[src/rtl/alu32_pkg.sv]
// Shared definitions for the alu32 datapath: opcode encodings and the
// remainder engine state type.
package alu32_pkg;

  typedef enum logic [2:0] {
    OP_AND = 3'b000,
    OP_OR  = 3'b001,
    OP_XOR = 3'b010,
    OP_NOR = 3'b011,
    OP_LT  = 3'b100,
    OP_ADD = 3'b101,
    OP_SUB = 3'b110,
    OP_MOD = 3'b111
  } alu_op_e;

  typedef enum logic [1:0] {
    IDLE,
    BUSY,
    DONE
  } mod_state_e;

endpackage

[src/rtl/mod_unit.sv]
// Iterative unsigned remainder engine: one restoring-division step per cycle,
// MSB first, restarting whenever the operands change while start is held.
module mod_unit
  import alu32_pkg::*;
#(
  parameter int unsigned WIDTH = 32
) (
  input  logic             clk,
  input  logic             reset,
  input  logic             start,
  input  logic [WIDTH-1:0] a,
  input  logic [WIDTH-1:0] b,
  output logic             busy,
  output logic             done,
  output logic [WIDTH-1:0] rem
);

  localparam int unsigned CW = $clog2(WIDTH);

  mod_state_e       state, state_n;
  logic [WIDTH-1:0] la, lb, dvd;
  logic [CW-1:0]    cnt;
  logic [WIDTH:0]   shifted, trial;
  logic             fits, changed, load, step;

  assign changed = (a != la) || (b != lb);
  assign shifted = {rem, dvd[WIDTH-1]};
  assign trial   = shifted - {1'b0, lb};
  assign fits    = shifted >= {1'b0, lb};

  always_comb begin
    state_n = state;
    load    = 1'b0;
    step    = 1'b0;
    case (state)
      IDLE: begin
        if (start) begin
          load    = 1'b1;
          state_n = BUSY;
        end
      end
      BUSY: begin
        if (!start) begin
          state_n = IDLE;
        end else if (changed) begin
          load = 1'b1;
        end else begin
          step = 1'b1;
          if (cnt == CW'(WIDTH - 1)) state_n = DONE;
        end
      end
      DONE: begin
        if (!start) begin
          state_n = IDLE;
        end else if (changed) begin
          load    = 1'b1;
          state_n = BUSY;
        end
      end
      default: state_n = IDLE;
    endcase
  end

  always_ff @(posedge clk or posedge reset) begin
    if (reset) begin
      state <= IDLE;
      la    <= '0;
      lb    <= '0;
      dvd   <= '0;
      rem   <= '0;
      cnt   <= '0;
    end else begin
      state <= state_n;
      if (load) begin
        la  <= a;
        lb  <= b;
        dvd <= a;
        rem <= '0;
        cnt <= '0;
      end else if (step) begin
        // With lb==0 every step "fits", so the dividend shifts through unchanged: rem ends as a.
        rem <= fits ? trial[WIDTH-1:0] : shifted[WIDTH-1:0];
        dvd <= dvd << 1;
        cnt <= cnt + CW'(1);
      end
    end
  end

  assign busy = (state == BUSY);
  // Only report completion for the operands currently presented.
  assign done = (state == DONE) && start && !changed;

endmodule

[src/rtl/alu32.sv]
// 32-bit ALU with a registered result; MOD is served by the multi-cycle
// mod_unit and Result holds its value until the remainder is ready.
module alu32
  import alu32_pkg::*;
#(
  parameter int unsigned WIDTH = 32
) (
  input  logic             clk,
  input  logic             reset,
  input  logic [WIDTH-1:0] A,
  input  logic [WIDTH-1:0] B,
  input  logic [2:0]       ALUop,
  output logic [WIDTH-1:0] Result
);

  alu_op_e          op;
  logic [WIDTH-1:0] nxt, mod_rem;
  logic             mod_busy, mod_done, lt;

  assign op = alu_op_e'(ALUop);
  assign lt = $signed(A) < $signed(B);

  mod_unit #(.WIDTH(WIDTH)) u_mod (
    .clk   (clk),
    .reset (reset),
    .start (op == OP_MOD),
    .a     (A),
    .b     (B),
    .busy  (mod_busy),
    .done  (mod_done),
    .rem   (mod_rem)
  );

  always_comb begin
    nxt = Result;
    case (op)
      OP_AND: nxt = A & B;
      OP_OR:  nxt = A | B;
      OP_XOR: nxt = A ^ B;
      OP_NOR: nxt = ~(A | B);
      OP_LT:  nxt = {{(WIDTH-1){1'b0}}, lt};
      OP_ADD: nxt = A + B;
      OP_SUB: nxt = A - B;
      OP_MOD: if (mod_done && !mod_busy) nxt = mod_rem;
      default: nxt = Result;
    endcase
  end

  always_ff @(posedge clk or posedge reset) begin
    if (reset) Result <= '0;
    else       Result <= nxt;
  end

endmodule

[config.mk]
export PLATFORM = sky130hd
export DESIGN_NAME = alu32
export DESIGN_NICKNAME = d
export VERILOG_FILES = /design/src/rtl/alu32_pkg.sv /design/src/rtl/mod_unit.sv /design/src/rtl/alu32.sv
export SDC_FILE = /design/constraint.sdc
export NUM_CORES = 1
export LEC_CHECK = 0
export CORE_MARGIN = 4
export CORE_UTILIZATION = 45
export DETAILED_ROUTE_END_ITERATION = 10
export SKIP_LAST_GASP = 1
export SYNTH_ARGS = -nofsm -noshare
export SYNTH_HDL_FRONTEND = slang
export SYNTH_SLANG_ARGS = --single-unit
[constraint.sdc]
create_clock -name clk -period 6.6 [get_ports clk]
set_clock_uncertainty 0.15 [all_clocks]
set_input_delay 0.66 -clock clk [delete_from_list [all_inputs] [get_ports clk]]
set_output_delay 0.66 -clock clk [all_outputs]
set_load 0.02 [all_outputs]
==> impl_metrics.toml, run 1 <==
[status]
status = "finished, final reports clean"

[worst_setup_path]
reg2reg_setup_slack_ns = 2.56
cp-end-kind = "register"
r2r-end = "u_mod.rem[28]"
crit_end = "u_mod.rem[28]"
critical_path_required_ns = 6.81
arrival_ns = 4.79
cp_max_fo = 107
regToRegStartpoint = "u_mod.lb[11]"
critPathKind = "in2reg"
startpoint = "B[8]"
setup.worst_path.start_class = "input pin"
rr_worst_depth = 11

[placement]
gp_congestion = 0.946
portBuffers = 100
hpwl_um = 39900
place_inst = 2311
place_area_mm2 = 0.0160
pre_cts_ws_ns = 1.66

[routing]
antenna_left = 0
routedWlPerCell_um = 22.3
vias_per_cell = 6.00
drt_first_iter_violations = 1545
dr.pass1.iters = 8
drt_wl_total_um = 52300
drc = 0
dr_total_vias = 14061

[timing]
drv_slew = 0
fin_crit_ns = 4.58
slew_headroom_pct = 33.2
fmax_mhz = 218
hold_violations = 0
setup_viol = 0
worstMarginPinSlew_ns = 0.993
hold-worst-slack_ns = 0.327
fin_crit_sh_pct = 69.4
fin_setup_tns_ns = 0
grt_setup_unrepaired = "no"
timing.final.ws_setup_ns = 2.02

[floorplanning]
die_area_mm2 = 0.0356
dieHeight_um = 189
die_w_um = 189
core_mm2 = 0.0319
initial_utilization_pct = 46.0
pin_count = 101
core.rowCount = 65

[power_and_ir_drop]
p_leak_nw = 7.40
power_mw = 4.35
powerDensity_mw_per_mm2 = 262
vdd_drop_max_uv = 197

[yosys]
synth_seq_cells = 167
async_reset_ff_share_pct = 100
synth_edf_count = 0
ys_types = 73
synth.top_cell.area_share_pct = 28.5
ys_warn_count = 0
synth_area_mm2 = 0.0147
yosys.area.top_type = "dfrtp_1"
avgSynthCellArea_um2 = 7.91
ys_seq_area_share_pct = 28.5
synth_ff_type = "dfrtp_1"
syn-num-nets = 2064
ys_top_cells_by_area = "dfrtp_1 28%, ha_1 12%, o21ai_0 7.1%"
synthCells = 1855

[cts]
cts_tree = "yes"
ctsRootBufferMaster = "clkbuf_16"
htree_levels = 4
cts_buffers = 17
clkSlewWorstSetupHoldPaths_ns = 0.07
clock_latency_ns = 0.44
post_cts_buffers = 0
max-clock-path-buffers = 2
cts.sinks = 167
cts.repair.resized = 0
postCtsHoldBufs = 0

[min_path]
hp-class = "reg2reg"
hold_path_depth = 2

[global_route]
grt_overflow_total = 0
grt_start_max_net_pins = 108
grt_pass1_wl_um = 79900
antenna_found_initial = 1
grt_pass1_vias = 13373
grtUsageTotal_pct = 29.1

[final_layout]
drive_gt1_share_pct = 4.20
fin_util_pct = 52.0
final_area_mm2 = 0.0166
area_delta_synth_final_pct = 13.0
fin_nets = 2104
stdcell_count = 2342

[flow_run]
drv_cap = 0
## registers in the layout (all words and copies together) (netlist names)
register,count
u_mod.rem,32
u_mod.state,2
Result,32
u_mod.cnt,5
u_mod.lb,32
u_mod.la,32
u_mod.dvd,32
## routing by layer
metal / vias to the layer above / wire (um) / part of all wire [%] / track usage, %
li1: 6608 / - / - / -
met3: 81 / 4500 / 8.6 / 6.52
met5: - / 0 / 0 / 0
met2: 623 / 23100 / 44 / 44.7
met4: 0 / 1670 / 3.2 / 9.47
met1: 6749 / 23000 / 44 / 40.7
## synthesized netlist by cell type, types with 7 or more instances
cell type    n
nor3_1      12
o21bai_1    15
o21a_1      13
buf_1        8
nor4_1      23
a21o_1      26
nand2_1    209
clkbuf_1    82
or2_2        8
o2111ai_1    7
o22ai_1     33
xnor2_1     32
inv_1      180
o21ai_0    208
a21oi_1    172
nand2b_1    18
dfrtp_1    167
o211ai_1    14
nor2_1     108
nand4_1     15
a221oi_1     7
nand3_1     19
ha_1       137
a211oi_1    21
o221ai_1    12
a31oi_1     16
nor2b_1      9
o31ai_1      9
xor2_1      82
mux2i_1     77
## power by group
group,internal (mW),switching [mW]
clock network,0.572,0.470
logic,0.679,1.09
registers,1.33,0.208
## cell families (layout without fill, tap and decap cells)
family,Yosys count,after routing,synth area share (%)
xor gates and xnor gates,114,114,6.80
and+or+nand+nor,448,448,13.6
other,0,1,0
buffers and inverters,278,329,7.20
adders and majority gates,140,140,12.1
DFF,167,167,28.5
AOI/OAI and AO/OA,625,625,26.1
muxes,83,83,5.71
## how the worst min path moves through the flow
stage	end	startpoint
floorplan	u_mod.dvd[0]	u_mod.dvd[0]
global placement	Result[22]	Result[22]
detailed placement	Result[22]	Result[22]
CTS	Result[22]	Result[22]
global route	Result[3]	Result[3]
finish	Result[23]	Result[23]
## area by class of cell
| class | instances | area [um^2] |
|---|---|---|
| antenna | 1 | 2.50 |
| clock buffer | 18 | 439 |
| clock inverter | 12 | 144 |
| fill | 3149 | 15300 |
| inverter | 182 | 688 |
| multi-input combinational | 1410 | 9480 |
| sequential | 167 | 4180 |
| tap | 435 | 544 |
| timing repair buffer | 117 | 1120 |
## critical path, stage by stage
cell and delay [ns]:
clkdlybuf4s50_1 0.62, xor2_1 0.25, nor4_1 0.63, nand4_1 0.20, nor4_1 0.84, nand2b_1 0.26, a211oi_4 0.07, buf_4 0.41
nor2_2 0.20, buf_4 0.39, a22oi_1 0.16, o21ai_0 0.09
## cell usage in the layout, fill, tap and decap left out, types with 5 or more instances in the layout
master,count
a211oi_1,20
a21o_1,26
a21oi_1,172
a221o_1,5
a221oi_1,7
a22oi_1,5
a31oi_1,15
and2_1,6
and3_1,5
buf_4,18
clkbuf_16,17
clkdlybuf4s50_1,97
dfrtp_1,167
ha_1,137
inv_1,179
mux2_2,6
mux2i_1,77
nand2_1,209
nand2b_1,18
nand3_1,19
nand4_1,15
nor2_1,107
nor2b_1,9
nor3_1,12
nor4_1,23
o2111ai_1,7
o211ai_1,14
o21a_1,13
o21ai_0,208
o21bai_1,15
o221ai_1,12
o22a_1,6
o22ai_1,33
o311ai_0,5
o31ai_1,9
or2_2,8
or3_1,6
xnor2_1,32
xor2_1,82
Note: power is estimated with default switching activity, not from simulation.
==> run 2: changes to the inputs <==
Clock period 6.6 ns to 4.81 ns, I/O delays scaled along.
==> run 2 against run 1 <==
  * First-iteration DRC count rose by 3.9%
  * Power rose by 39%
  * Die area did not move
  * Non-clock buffer count rose by 42
  * Worst setup slack got worse by 1.2 ns
  * Final cell count rose by 1.8%
  * Register-to-register slack got worse by 1.4 ns
  * Routed wire length rose by 2.0%
  * Clock power rose by 40%
  * Critical endpoint is now Result[31]
  * Largest power group unchanged
==> impl_metrics.toml, run 2 (synthesis gave the netlist of run 1 again) <==
[final_layout]
final_common_cell = "nand2_1"
fin_util_pct = 53.2
drive_gt1_share_pct = 6.36
stdcell_count = 2385
fin_nets = 2146
area_delta_synth_final_pct = 15.5
num-fill-cells = 3126
final_cell_mix = "209 x nand2_1, 208 x o21ai_0, 179 x inv_1"
num_antenna_cells = 0
final_area_mm2 = 0.0170

[floorplanning]
dieHeight_um = 189
die_area_mm2 = 0.0356
pin_count = 101
core.rowCount = 65
initial_utilization_pct = 46.0
core_mm2 = 0.0319
die_w_um = 189

[placement]
hpwl_um = 42100
gp_congestion = 0.976
place_area_mm2 = 0.0164
portBuffers = 100
place_inst = 2353
pre_cts_ws_ns = 0.399

[power_and_ir_drop]
vdd_drop_max_uv = 244
power_mw = 6.06
p_leak_nw = 7.62
powerDensity_mw_per_mm2 = 357

[worst_setup_path]
path_delay_family = "compound AO/OA/AOI/OAI gates"
crit_buf_inv = 2
path_cells = "clkdlybuf4s50_1 -> inv_1 -> ha_1 -> o21ai_0 -> o21ai_0 -> nand4_1 -> o211a_1 -> o21ai_0 -> a31o_2 -> nor3b_1 -> a2111oi_0 -> o41ai_1"
cp_max_fo = 10
arrival_ns = 4.23
critical_path_required_ns = 5.01
slowest_stage = "clkdlybuf4s50_1"
worst_path_most_repeated_cell = "o21ai_0"
setup.worst_path.start_class = "input pin"
critPathKind = "in2reg"
cp-end-kind = "register"
cpPeakStageDelay_ns = 0.61

[global_route]
met3_usage_pct = 3.98
gr-usage-met1_pct = 44.3
grt_overflow_total = 0
grt_start_max_net_pins = 164
grt_pass1_wl_um = 81300
gr-usage-met2_pct = 44.0
grt_pass1_vias = 13335
busiest_layer = "met1"
grtUsageTotal_pct = 29.6
antenna_found_initial = 0

[cts]
cts_buffers = 17
cts.repair.resized = 0
max-clock-path-buffers = 2
cts_tree = "yes"
htree_levels = 4
clkSlewWorstSetupHoldPaths_ns = 0.08
ctsRootBufferMaster = "clkbuf_16"
cts.sinks = 167
post_cts_buffers = 0
clock_latency_ns = 0.46
postCtsHoldBufs = 0

[timing]
timing.final.ws_setup_ns = 0.777
fmax_mhz = 248
slew_headroom_pct = 34.3
hold_violations = 0
worstMarginPinSlew_ns = 0.982
setup_viol = 0
drv_slew = 0
fin_crit_ns = 4.03
fin_crit_sh_pct = 83.8
fin_setup_tns_ns = 0
grt_setup_unrepaired = "no"
hold-worst-slack_ns = 0.138

[status]
status = "finished, final reports clean"

[flow_run]
drv_cap = 0

[routing]
drt_wl_total_um = 53400
dr.pass1.iters = 6
dr_total_vias = 14178
vias_per_cell = 5.94
antenna_left = 0
drt_first_iter_violations = 1605
drc = 0
routedWlPerCell_um = 22.4

[min_path]
hp-class = "in2async"
run 2: layout make-up:
type / instances / area (um^2) / share of cell area [%]
clock buffer: 17 / 425 / 2.51
clock inverter: 15 / 179 / 1.06
inverter: 182 / 687 / 4.05
multi-input combinational: 1410 / 9480 / 55.9
sequential: 167 / 4180 / 24.6
tap: 435 / 544 / 3.21
timing repair buffer: 159 / 1470 / 8.66
run 2: power breakdown:
group | internal, mW | total [mW] | switching (mW)
clock network | 0.749 | 1.46 | 0.707
logic | 0.965 | 2.49 | 1.53
registers | 1.82 | 2.11 | 0.290
run 2: final timing paths:
| check | from | end | cells past startpoint | slack [ns] |
|---|---|---|---|---|
| worst min-delay path | reset | u_mod.lb[9] | 2 | 0.14 |
| worst min register to register | Result[7] | Result[7] | 2 | 0.33 |
| worst max register to register | u_mod.rem[8] | u_mod.rem[5] | 11 | 1.18 |
| max in group asynchronous | reset | Result[2] | 3 | 3.27 |
| worst max-delay path | A[2] | Result[31] | 12 | 0.78 |
| min in group clk | Result[7] | Result[7] | 2 | 0.33 |
run 2: routing by layer:
layer  vias to the layer above  wire, um
met3                        70      3760
met2                       587     22900
met5                         -         0
met4                         0      1760
li1                       6692         -
met1                      6829     25000
==> run 3: changes to the inputs <==
Clock period 4.81 ns to 4.2 ns, I/O delays scaled along.
==> run 3 against run 2 <==
  * Routed wire length rose by 2.0%
  * Final cell count rose by 2.5%
  * Sequential power rose by 15%
  * Count of clock-buffer cells in the layout did not move
==> impl_metrics.toml, run 3 (synthesis gave the netlist of run 1 again) <==
[routing]
drt_first_iter_violations = 1571
vias_per_cell = 5.91
routedWlPerCell_um = 22.3
drc = 0
antenna_left = 0
dr.pass1.iters = 6
dr_total_vias = 14448
drt_wl_total_um = 54500

[global_route]
grtUsageTotal_pct = 30.2
grt_overflow_total = 0
grt_start_max_net_pins = 168
grt_pass1_vias = 13662
antenna_found_initial = 0
grt_pass1_wl_um = 82700

[cts]
clkSlewWorstSetupHoldPaths_ns = 0.08
htree_levels = 4
cts.repair.resized = 0
ctsRootBufferMaster = "clkbuf_16"
post_cts_buffers = 0
cts.sinks = 167
postCtsHoldBufs = 0
cts_buffers = 17
clock_latency_ns = 0.47
cts_tree = "yes"
max-clock-path-buffers = 2

[timing]
hold_violations = 0
slew_headroom_pct = 38.3
drv_slew = 0
grt_setup_unrepaired = "no"
fin_setup_tns_ns = 0
fmax_mhz = 256
setup_viol = 0
worstMarginPinSlew_ns = 0.926
fin_crit_ns = 3.90
fin_crit_sh_pct = 92.9

[flow_run]
drv_cap = 0

[final_layout]
area_delta_synth_final_pct = 18.9
seq_area_mm2 = 0.00418
drive_gt1_share_pct = 9.11
num_antenna_cells = 0
num-fill-cells = 3059
final_cell_mix = "209 x nand2_1, 208 x o21ai_0, 179 x inv_1"
final_area_mm2 = 0.0175
multi_input_area_mm2 = 0.00948
final_common_cell = "nand2_1"
stdcell_count = 2444
fin_nets = 2205

[floorplanning]
die_w_um = 189
core_mm2 = 0.0319
die_area_mm2 = 0.0356
dieHeight_um = 189
pin_count = 101
core.rowCount = 65
initial_utilization_pct = 46.0

[worst_setup_path]
regToRegStartpoint = "u_mod.rem[8]"
critical_path_required_ns = 4.39
setup.worst_path.start_class = "input pin"
cpPeakStageDelay_ns = 0.55
cp_max_fo = 4
cp_num_cells = 13
cp-end-kind = "register"
startpoint = "B[1]"
crit_buf_inv = 2
reg2reg_setup_slack_ns = 0.71
rr_worst_depth = 12
path_cells = "clkdlybuf4s50_1 -> inv_1 -> ha_1 -> nor3_4 -> o311ai_1 -> a2111o_1 -> a211o_1 -> a21oi_1 -> a311oi_1 -> nor4b_1 -> nor4_1 -> a2111oi_0 -> o41ai_1"
slowest_stage = "clkdlybuf4s50_1"
r2r-end = "u_mod.rem[0]"
arrival_ns = 4.09
path_delay_family = "compound AO/OA/AOI/OAI gates"
critPathKind = "in2reg"
crit_end = "Result[31]"

[placement]
place_inst = 2412
gp_congestion = 0.980
hpwl_um = 42500
portBuffers = 100
place_area_mm2 = 0.0168

[power_and_ir_drop]
vdd_drop_max_uv = 314
p_leak_nw = 7.92
powerDensity_mw_per_mm2 = 404

[min_path]
hp-class = "reg2reg"

[status]
status = "finished, final reports clean"
## run 3: report_power, final
part           total [mW]  internal [mW]  switching [mW]
clock network        1.69          0.866           0.825
registers            2.42           2.08           0.338
logic                2.94           1.17            1.76
total                7.05           4.12            2.93
## run 3: worst min path at each step
stage                     slack [ns]         start            to  cells after the start
after global placement          0.31     Result[7]     Result[7]                      2
final                           0.33    Result[12]    Result[12]                      2
after floorplan                 0.32  u_mod.dvd[0]  u_mod.dvd[0]                      1
after CTS                       0.34    Result[12]    Result[12]                      2
after detailed placement        0.32    Result[12]    Result[12]                      2
after global routing            0.36     Result[9]     Result[9]                      2
## run 3: cell type report
type                    count  share of cell area [%]
repair buffers            218                    11.1
flip-flops and latches    167                    23.9
inverters                 182                    3.94
clock buffers              17                    2.44
clock inverters            15                    1.16
multi-input cells        1410                    54.3
well taps                 435                    3.12
## run 3: through the flow
step                hold slack [ns]  setup slack [ns]  total power, mW  util, %
floorplan                     0.316             0.900             4.23        -
finish                        0.330             0.299             7.05     54.7
global route                  0.362             0.165             7.47     54.7
detailed placement            0.320           -0.0388             5.34     52.8
CTS                           0.335             0.464             7.05     54.7
global placement              0.314            0.0339             5.29     52.8
## run 3: layer usage
metal	share of wire, %	GRT usage (%)	vias to the layer above
met2	44	46.5	580
li1	-	-	6824
met4	2.7	9.28	0
met1	47	44.2	6979
met3	6.8	3.87	65
met5	0	0	-
## run 3: worst min-delay path, cell delays in order, from the launching register on
cell     delay [ns]
dfrtp_1        0.34
nand2_1        0.05
o21ai_0        0.06
